## config.mk

```make
export PLATFORM = sky130hd
export DESIGN_NAME = ps2_cmd_decoder
export DESIGN_NICKNAME = d
export VERILOG_FILES = /design/src/rtl/ps2_cmd_pkg.sv /design/src/rtl/ps2_rx.sv /design/src/rtl/ps2_cmd_decoder.sv
export SDC_FILE = /design/constraint.sdc
export NUM_CORES = 1
export LEC_CHECK = 0
export ABC_AREA = 1
export BUFFER_PORTS_ARGS = -buffer_cell sky130_fd_sc_hd__buf_4
export CAP_MARGIN = 20
export CORE_MARGIN = 5
export CORE_UTILIZATION = 54
export CTS_CLUSTER_DIAMETER = 150
export DETAILED_ROUTE_END_ITERATION = 8
export MAX_ROUTING_LAYER = met4
export PLACE_DENSITY_LB_ADDON = 0.08
export RECOVER_POWER = 25
export SKIP_CTS_REPAIR_TIMING = 1
export SLEW_MARGIN = 20
export SYNTH_ARGS = -nofsm -noshare
export SYNTH_HDL_FRONTEND = slang
export SYNTH_SLANG_ARGS = --single-unit
```

## constraint.sdc

```tcl
create_clock -name clk -period 3.8 [get_ports clk]
set_input_delay 0 -clock clk [delete_from_list [all_inputs] [get_ports clk]]
set_output_delay 0 -clock clk [all_outputs]
set_load 0.01 [all_outputs]
```

## src/rtl/ps2_cmd_pkg.sv

```systemverilog
// Shared scan-code constants, receiver state encoding and frame geometry
// for the PS/2 keyboard command front end.
package ps2_cmd_pkg;

  localparam logic [7:0] SC_EXT = 8'hE0;
  localparam logic [7:0] SC_BRK = 8'hF0;
  localparam logic [7:0] SC_UP  = 8'h75;
  localparam logic [7:0] SC_DN  = 8'h72;
  localparam logic [7:0] SC_RT  = 8'h74;
  localparam logic [7:0] SC_LT  = 8'h6B;
  localparam logic [7:0] SC_ESC = 8'h76;
  localparam logic [7:0] SC_F   = 8'h2B;
  localparam logic [7:0] SC_Q   = 8'h15;
  localparam logic [7:0] SC_H   = 8'h33;

  // start + 8 data + parity + stop
  localparam int FRAME_LEN = 11;

  typedef enum logic [1:0] {
    IDLE  = 2'd0,
    SHIFT = 2'd1,
    CHECK = 2'd2
  } rx_state_e;

endpackage

```

## src/rtl/ps2_rx.sv

```systemverilog
// PS/2 byte receiver: input synchronizers, clock glitch filter, falling-edge
// detect, 11-bit frame capture with start/stop/parity check and a watchdog.
module ps2_rx #(
  parameter int FILTER_LEN = 8,
  parameter int TIMEOUT    = 100000
) (
  input  logic       clk_i,
  input  logic       rst_ni,
  input  logic       ps2c_i,
  input  logic       ps2d_i,
  output logic [7:0] rx_byte_o,
  output logic       byte_valid_o,
  output logic       frame_err_o
);
  import ps2_cmd_pkg::*;

  localparam int FW = $clog2(FILTER_LEN + 1);
  localparam int WW = $clog2(TIMEOUT + 1);

  logic          c_meta_q, c_sync_q, d_meta_q, d_sync_q;
  logic          filt_q, filt_prev_q;
  logic [FW-1:0] fcnt_q;
  rx_state_e     state_q, state_d;
  logic [3:0]    bit_cnt_q, bit_cnt_d;
  logic [10:0]   sh_q, sh_d;
  logic [WW-1:0] wd_q, wd_d;
  logic          fall, wd_expired, frame_ok;

  // Synchronizers reset to the idle-high line level so reset never fakes an edge
  always_ff @(posedge clk_i or negedge rst_ni) begin
    if (!rst_ni) begin
      c_meta_q    <= 1'b1;
      c_sync_q    <= 1'b1;
      d_meta_q    <= 1'b1;
      d_sync_q    <= 1'b1;
      filt_q      <= 1'b1;
      filt_prev_q <= 1'b1;
      fcnt_q      <= '0;
    end else begin
      c_meta_q    <= ps2c_i;
      c_sync_q    <= c_meta_q;
      d_meta_q    <= ps2d_i;
      d_sync_q    <= d_meta_q;
      filt_prev_q <= filt_q;
      if (c_sync_q == filt_q) begin
        fcnt_q <= '0;
      end else if (fcnt_q == FW'(FILTER_LEN - 1)) begin
        filt_q <= c_sync_q;
        fcnt_q <= '0;
      end else begin
        fcnt_q <= fcnt_q + 1'b1;
      end
    end
  end

  assign fall       = filt_prev_q & ~filt_q;
  assign wd_expired = (wd_q == WW'(TIMEOUT - 1));

  always_comb begin
    state_d   = state_q;
    bit_cnt_d = bit_cnt_q;
    sh_d      = sh_q;
    wd_d      = '0;
    case (state_q)
      IDLE: begin
        if (fall) begin
          state_d   = SHIFT;
          bit_cnt_d = 4'd1;
          sh_d      = {d_sync_q, sh_q[10:1]};
        end
      end
      SHIFT: begin
        if (fall) begin
          sh_d = {d_sync_q, sh_q[10:1]};
          if (bit_cnt_q == 4'(FRAME_LEN - 1)) state_d = CHECK;
          else bit_cnt_d = bit_cnt_q + 1'b1;
        end else if (wd_expired) begin
          state_d = IDLE;
        end else begin
          wd_d = wd_q + 1'b1;
        end
      end
      CHECK:   state_d = IDLE;
      default: state_d = IDLE;
    endcase
  end

  always_ff @(posedge clk_i or negedge rst_ni) begin
    if (!rst_ni) begin
      state_q   <= IDLE;
      bit_cnt_q <= '0;
      sh_q      <= '0;
      wd_q      <= '0;
    end else begin
      state_q   <= state_d;
      bit_cnt_q <= bit_cnt_d;
      sh_q      <= sh_d;
      wd_q      <= wd_d;
    end
  end

  // sh_q[0] = start, sh_q[8:1] = d0..d7, sh_q[9] = parity, sh_q[10] = stop
  assign frame_ok     = ~sh_q[0] & sh_q[10] & (^sh_q[9:1]);
  assign rx_byte_o    = sh_q[8:1];
  assign byte_valid_o = (state_q == CHECK) & frame_ok;
  assign frame_err_o  = ((state_q == CHECK) & ~frame_ok) |
                        ((state_q == SHIFT) & ~fall & wd_expired);

endmodule

```

## src/rtl/ps2_cmd_decoder.sv

```systemverilog
// Keyboard command decoder: tracks E0/F0 prefixes and per-key held bits, and
// turns scan-code makes into the clock/alarm command strobes and levels.
module ps2_cmd_decoder #(
  parameter int FILTER_LEN = 8,
  parameter int TIMEOUT    = 100000,
  parameter int RST_HOLD   = 16
) (
  input  logic clk,
  input  logic reset,
  input  logic ps2d,
  input  logic ps2c,
  output logic Aumenta,
  output logic Disminuye,
  output logic Siguiente,
  output logic Anterior,
  output logic Reset,
  output logic Formato,
  output logic QuitarAlarma,
  output logic CambiarHora,
  output logic frame_err
);
  import ps2_cmd_pkg::*;

  localparam int RW = $clog2(RST_HOLD + 1);
  localparam int P_UP = 0, P_DN = 1, P_RT = 2, P_LT = 3, P_Q = 4, P_H = 5;
  localparam int K_ESC = 0, K_F = 1, K_Q = 2, K_H = 3;

  logic [7:0]    rx_byte;
  logic          byte_valid;
  logic          ext_q, ext_d, brk_q, brk_d, fmt_q, fmt_d;
  logic [3:0]    held_q, held_d;
  logic [5:0]    pulse_q, pulse_d;
  logic [RW-1:0] rcnt_q, rcnt_d;

  ps2_rx #(
    .FILTER_LEN (FILTER_LEN),
    .TIMEOUT    (TIMEOUT)
  ) u_rx (
    .clk_i        (clk),
    .rst_ni       (reset),
    .ps2c_i       (ps2c),
    .ps2d_i       (ps2d),
    .rx_byte_o    (rx_byte),
    .byte_valid_o (byte_valid),
    .frame_err_o  (frame_err)
  );

  always_comb begin
    ext_d   = ext_q;
    brk_d   = brk_q;
    held_d  = held_q;
    fmt_d   = fmt_q;
    pulse_d = '0;
    rcnt_d  = (rcnt_q != '0) ? rcnt_q - 1'b1 : '0;
    if (byte_valid) begin
      if (rx_byte == SC_EXT) begin
        ext_d = 1'b1;
      end else if (rx_byte == SC_BRK) begin
        brk_d = 1'b1;
      end else begin
        ext_d = 1'b0;
        brk_d = 1'b0;
        if (brk_q) begin
          // Release: only the non-extended keys keep a held bit
          if (!ext_q) begin
            case (rx_byte)
              SC_ESC:  held_d[K_ESC] = 1'b0;
              SC_F:    held_d[K_F]   = 1'b0;
              SC_Q:    held_d[K_Q]   = 1'b0;
              SC_H:    held_d[K_H]   = 1'b0;
              default: ;
            endcase
          end
        end else if (ext_q) begin
          case (rx_byte)
            SC_UP:   pulse_d[P_UP] = 1'b1;
            SC_DN:   pulse_d[P_DN] = 1'b1;
            SC_RT:   pulse_d[P_RT] = 1'b1;
            SC_LT:   pulse_d[P_LT] = 1'b1;
            default: ;
          endcase
        end else begin
          // Typematic repeats are swallowed until the key is released
          case (rx_byte)
            SC_ESC: if (!held_q[K_ESC]) begin
              held_d[K_ESC] = 1'b1;
              rcnt_d        = RW'(RST_HOLD);
            end
            SC_F: if (!held_q[K_F]) begin
              held_d[K_F] = 1'b1;
              fmt_d       = ~fmt_q;
            end
            SC_Q: if (!held_q[K_Q]) begin
              held_d[K_Q] = 1'b1;
              pulse_d[P_Q] = 1'b1;
            end
            SC_H: if (!held_q[K_H]) begin
              held_d[K_H] = 1'b1;
              pulse_d[P_H] = 1'b1;
            end
            default: ;
          endcase
        end
      end
    end
  end

  always_ff @(posedge clk or negedge reset) begin
    if (!reset) begin
      ext_q   <= 1'b0;
      brk_q   <= 1'b0;
      held_q  <= '0;
      fmt_q   <= 1'b0;
      pulse_q <= '0;
      rcnt_q  <= '0;
    end else begin
      ext_q   <= ext_d;
      brk_q   <= brk_d;
      held_q  <= held_d;
      fmt_q   <= fmt_d;
      pulse_q <= pulse_d;
      rcnt_q  <= rcnt_d;
    end
  end

  assign Aumenta      = pulse_q[P_UP];
  assign Disminuye    = pulse_q[P_DN];
  assign Siguiente    = pulse_q[P_RT];
  assign Anterior     = pulse_q[P_LT];
  assign QuitarAlarma = pulse_q[P_Q];
  assign CambiarHora  = pulse_q[P_H];
  assign Formato      = fmt_q;
  assign Reset        = (rcnt_q != '0);

endmodule
```

==> results.py <==
metrics = {
    "drt": {
        "wire_per_inst_um": 12.2,
        "vias_per_cell": 5.07,
        "drc": 0,
        "finalWirelength_um": 5870,
        "drt.antenna.violating_nets": 0,
        "dr.first_iter.drc_count": 91,
        "first_pass_iters": 4,
        "vias": 2433,
    },
    "logic_synthesis": {
        "dominantRegCellSynth": "dfrtp_1",
        "ys_seq_area_share_pct": 48.8,
        "synth_area_leaders": "dfrtp_1, nand2_1, ha_1",
        "synth_nets": 399,
        "ys_types": 40,
        "yosysTopAreaCell": "dfrtp_1",
        "async_flop_share_pct": 100,
        "yosysWarnings": 0,
        "synth_top_area_share_pct": 43.9,
        "syn_area_um2": 3190,
        "syn-instance-count": 377,
        "ys_seq_elements": 62,
        "synth-edff-count": 0,
        "avgSynthCellArea_um2": 8.47,
    },
    "clocking": {
        "htree_levels": 3,
        "path_clk_slew_ns": 0.07,
        "numCtsBuffers": 9,
        "clkLatencyLatePin_ns": 0.34,
        "root_buffer": "clkbuf_8",
        "clockBufferDepth": 2,
        "numClockSinks": 62,
        "tritoncts": "done",
    },
    "sta": {
        "rsz0062_at_grt": "no",
        "finalSetupViolations": 0,
        "clock.fmax_mhz": 495,
        "skew_ns": 0.00649,
        "max_slew.worst_pin.slew_ns": 1.49,
        "fin_hold_ws_ns": 0.322,
        "worst_slack_ns": 1.78,
        "setup_tns_ns": 0,
        "finalCriticalPeriod_ns": 2.02,
        "relSlewSlack_pct": 0.660,
        "period_share_pct": 53.2,
        "drv_slew": 0,
        "finalHoldViolations": 0,
    },
    "worst_setup_path": {
        "crit_family": "simple AND/OR/NAND/NOR gates",
        "crit_buf_inv": 3,
        "r2r-start": "u_rx.sh_q[1]",
        "crit_slowest_cell": "dfrtp_1",
        "path_common_cell": "nand2_1",
        "crit_arrival_ns": 2.02,
        "worst_ep_required_time_ns": 3.80,
        "critical_path.max_stage_delay_ns": 0.39,
        "worstSetupPathType": "reg2out",
        "critPathLaunchType": "flop",
        "crit_start": "u_rx.sh_q[1]",
        "end_kind": "output port",
        "cp_max_fo": 4,
        "cp_cell_sequence": "inv_1, ha_1, inv_1, nand2_1, nand2_1, nand2_1, nand2_1, nand2_1, nand2_1, nand2_1, nand2_1, o31ai_1, buf_4",
    },
    "final_layout": {
        "fin_cells": 480,
        "area_delta_synth_final_pct": 12.1,
        "diodes": 0,
        "fillers": 523,
        "drive_gt1_share_pct": 11.4,
        "most-common-layout-cells": "nand2_1, dfrtp_1, inv_1",
        "layout_commonest_cell": "nand2_1",
        "fin_nets": 422,
    },
    "global_routing": {
        "grt_max_degree": 63,
        "grt_pass1_vias": 2375,
        "antenna_found_initial": 0,
        "grt_first_pass_wirelength_um": 10200,
        "grt_use_total_pct": 17.6,
        "overflow": 0,
    },
    "placement": {
        "dp_slack_ns": 1.89,
        "place_hpwl_um": 4230,
        "port_buffers": 12,
        "gp_congestion": 0.847,
        "dp.cells": 461,
    },
    "power_and_ir_drop": {
        "vdd.ir_drop.worst_mv": 0.342,
        "p_leak_nw": 1.70,
        "p_per_area_nw_per_um2": 514,
        "power.total_mw": 1.84,
    },
    "die": {
        "die_area_um2": 7550,
        "num_rows": 28,
        "initial_core_util_pct": 54.6,
        "die_w_um": 86.9,
        "dieHeight_um": 86.9,
        "io_pins": 13,
        "coreArea_um2": 5850,
    },
    "status": {
        "outcome": "completed",
    },
    "worst_hold_path": {
        "hold_path_class": "in2reg",
        "hp-start": "ps2c",
    },
    "job": {
        "drv_cap": 0,
    },
}
-- logic make-up (layout without fill, tap and decap cells) --
kind of cell	count (synthesis)	count (layout)	synth area share [%]
AND/OR/NAND/NOR	191	191	27.6
flip-flops	62	62	48.8
buffers and inverters	62	90	7.56
AO/OA/AOI/OAI	36	36	6.70
adder cells (fa/ha/maj)	18	18	7.05
XOR/XNOR	7	7	1.92
multiplexers	1	1	0.353
-- area by class of cell --
class	count	area [um^2]	share of cell area, %
Inverter	59	221	6.18
Multi-Input combinational cell	253	1390	38.9
Sequential cell	62	1560	43.5
Clock inverter	6	85.1	2.38
Tap cell	75	93.8	2.62
Clock buffer	10	138	3.84
Timing Repair Buffer	15	91.3	2.55
-- stage by stage --
| step | area, um^2 | util (%) |
|---|---|---|
| after floorplan | 3190 | - |
| after global placement | 3360 | 57.4 |
| after detailed placement | 3360 | 57.4 |
| after CTS | 3580 | 61.2 |
| after global routing | 3580 | 61.2 |
| final | 3580 | 61.2 |
-- flip-flops by register name, indices dropped and copies added, names as in the netlist, 2 cells and up --
name,cells
u_rx.wd_q,17
u_rx.sh_q,11
pulse_q,6
rcnt_q,5
held_q,4
u_rx.bit_cnt_q,4
u_rx.fcnt_q,4
u_rx.state_q,2
-- metal layers --
metal | GRT usage [%] | wire length, um
met1 | 21.6 | 2730
met3 | 3.12 | 217
met4 | 7.79 | 85
met5 | - | 0
met2 | 28.5 | 2830
-- Yosys cell counts (2+ instances only) --
| master | instances |
|---|---|
| nand2_1 | 83 |
| dfrtp_1 | 56 |
| inv_1 | 55 |
| nor2_1 | 50 |
| ha_1 | 18 |
| nand3_1 | 18 |
| o21ai_0 | 17 |
| nor3_1 | 10 |
| a21oi_1 | 8 |
| nand4_1 | 7 |
| dfstp_2 | 6 |
| xor2_1 | 5 |
| inv_2 | 4 |
| nor3_2 | 3 |
| nor3b_1 | 3 |
| a41oi_1 | 2 |
| nand3_2 | 2 |
| nor2_2 | 2 |
| nor2_4 | 2 |
| nor4_1 | 2 |
| o21a_1 | 2 |
| o31ai_1 | 2 |
| or3_1 | 2 |
| xnor2_1 | 2 |
-- worst paths after layout --
check                      slack, ns       endpoint  depth (start not counted)
hold / removal                  0.32  u_rx.c_meta_q                          2
max in group asynchronous       2.34  u_rx.wd_q[16]                          2
hold reg to reg                 0.36  u_rx.d_sync_q                          0
min in group asynchronous       0.54   u_rx.sh_q[5]                          2
setup / recovery                1.78      frame_err                         13
setup reg to reg                1.88        Formato                         12
-- where the power goes --
group	internal, mW	leakage [nW]	total (mW)	switching, mW
logic	0.123	0.762	0.385	0.262
clock network	0.385	0.108	0.647	0.263
registers	0.748	0.831	0.808	0.0603
total	1.26	1.70	1.84	0.585
Power figures use the tool's default switching activity.
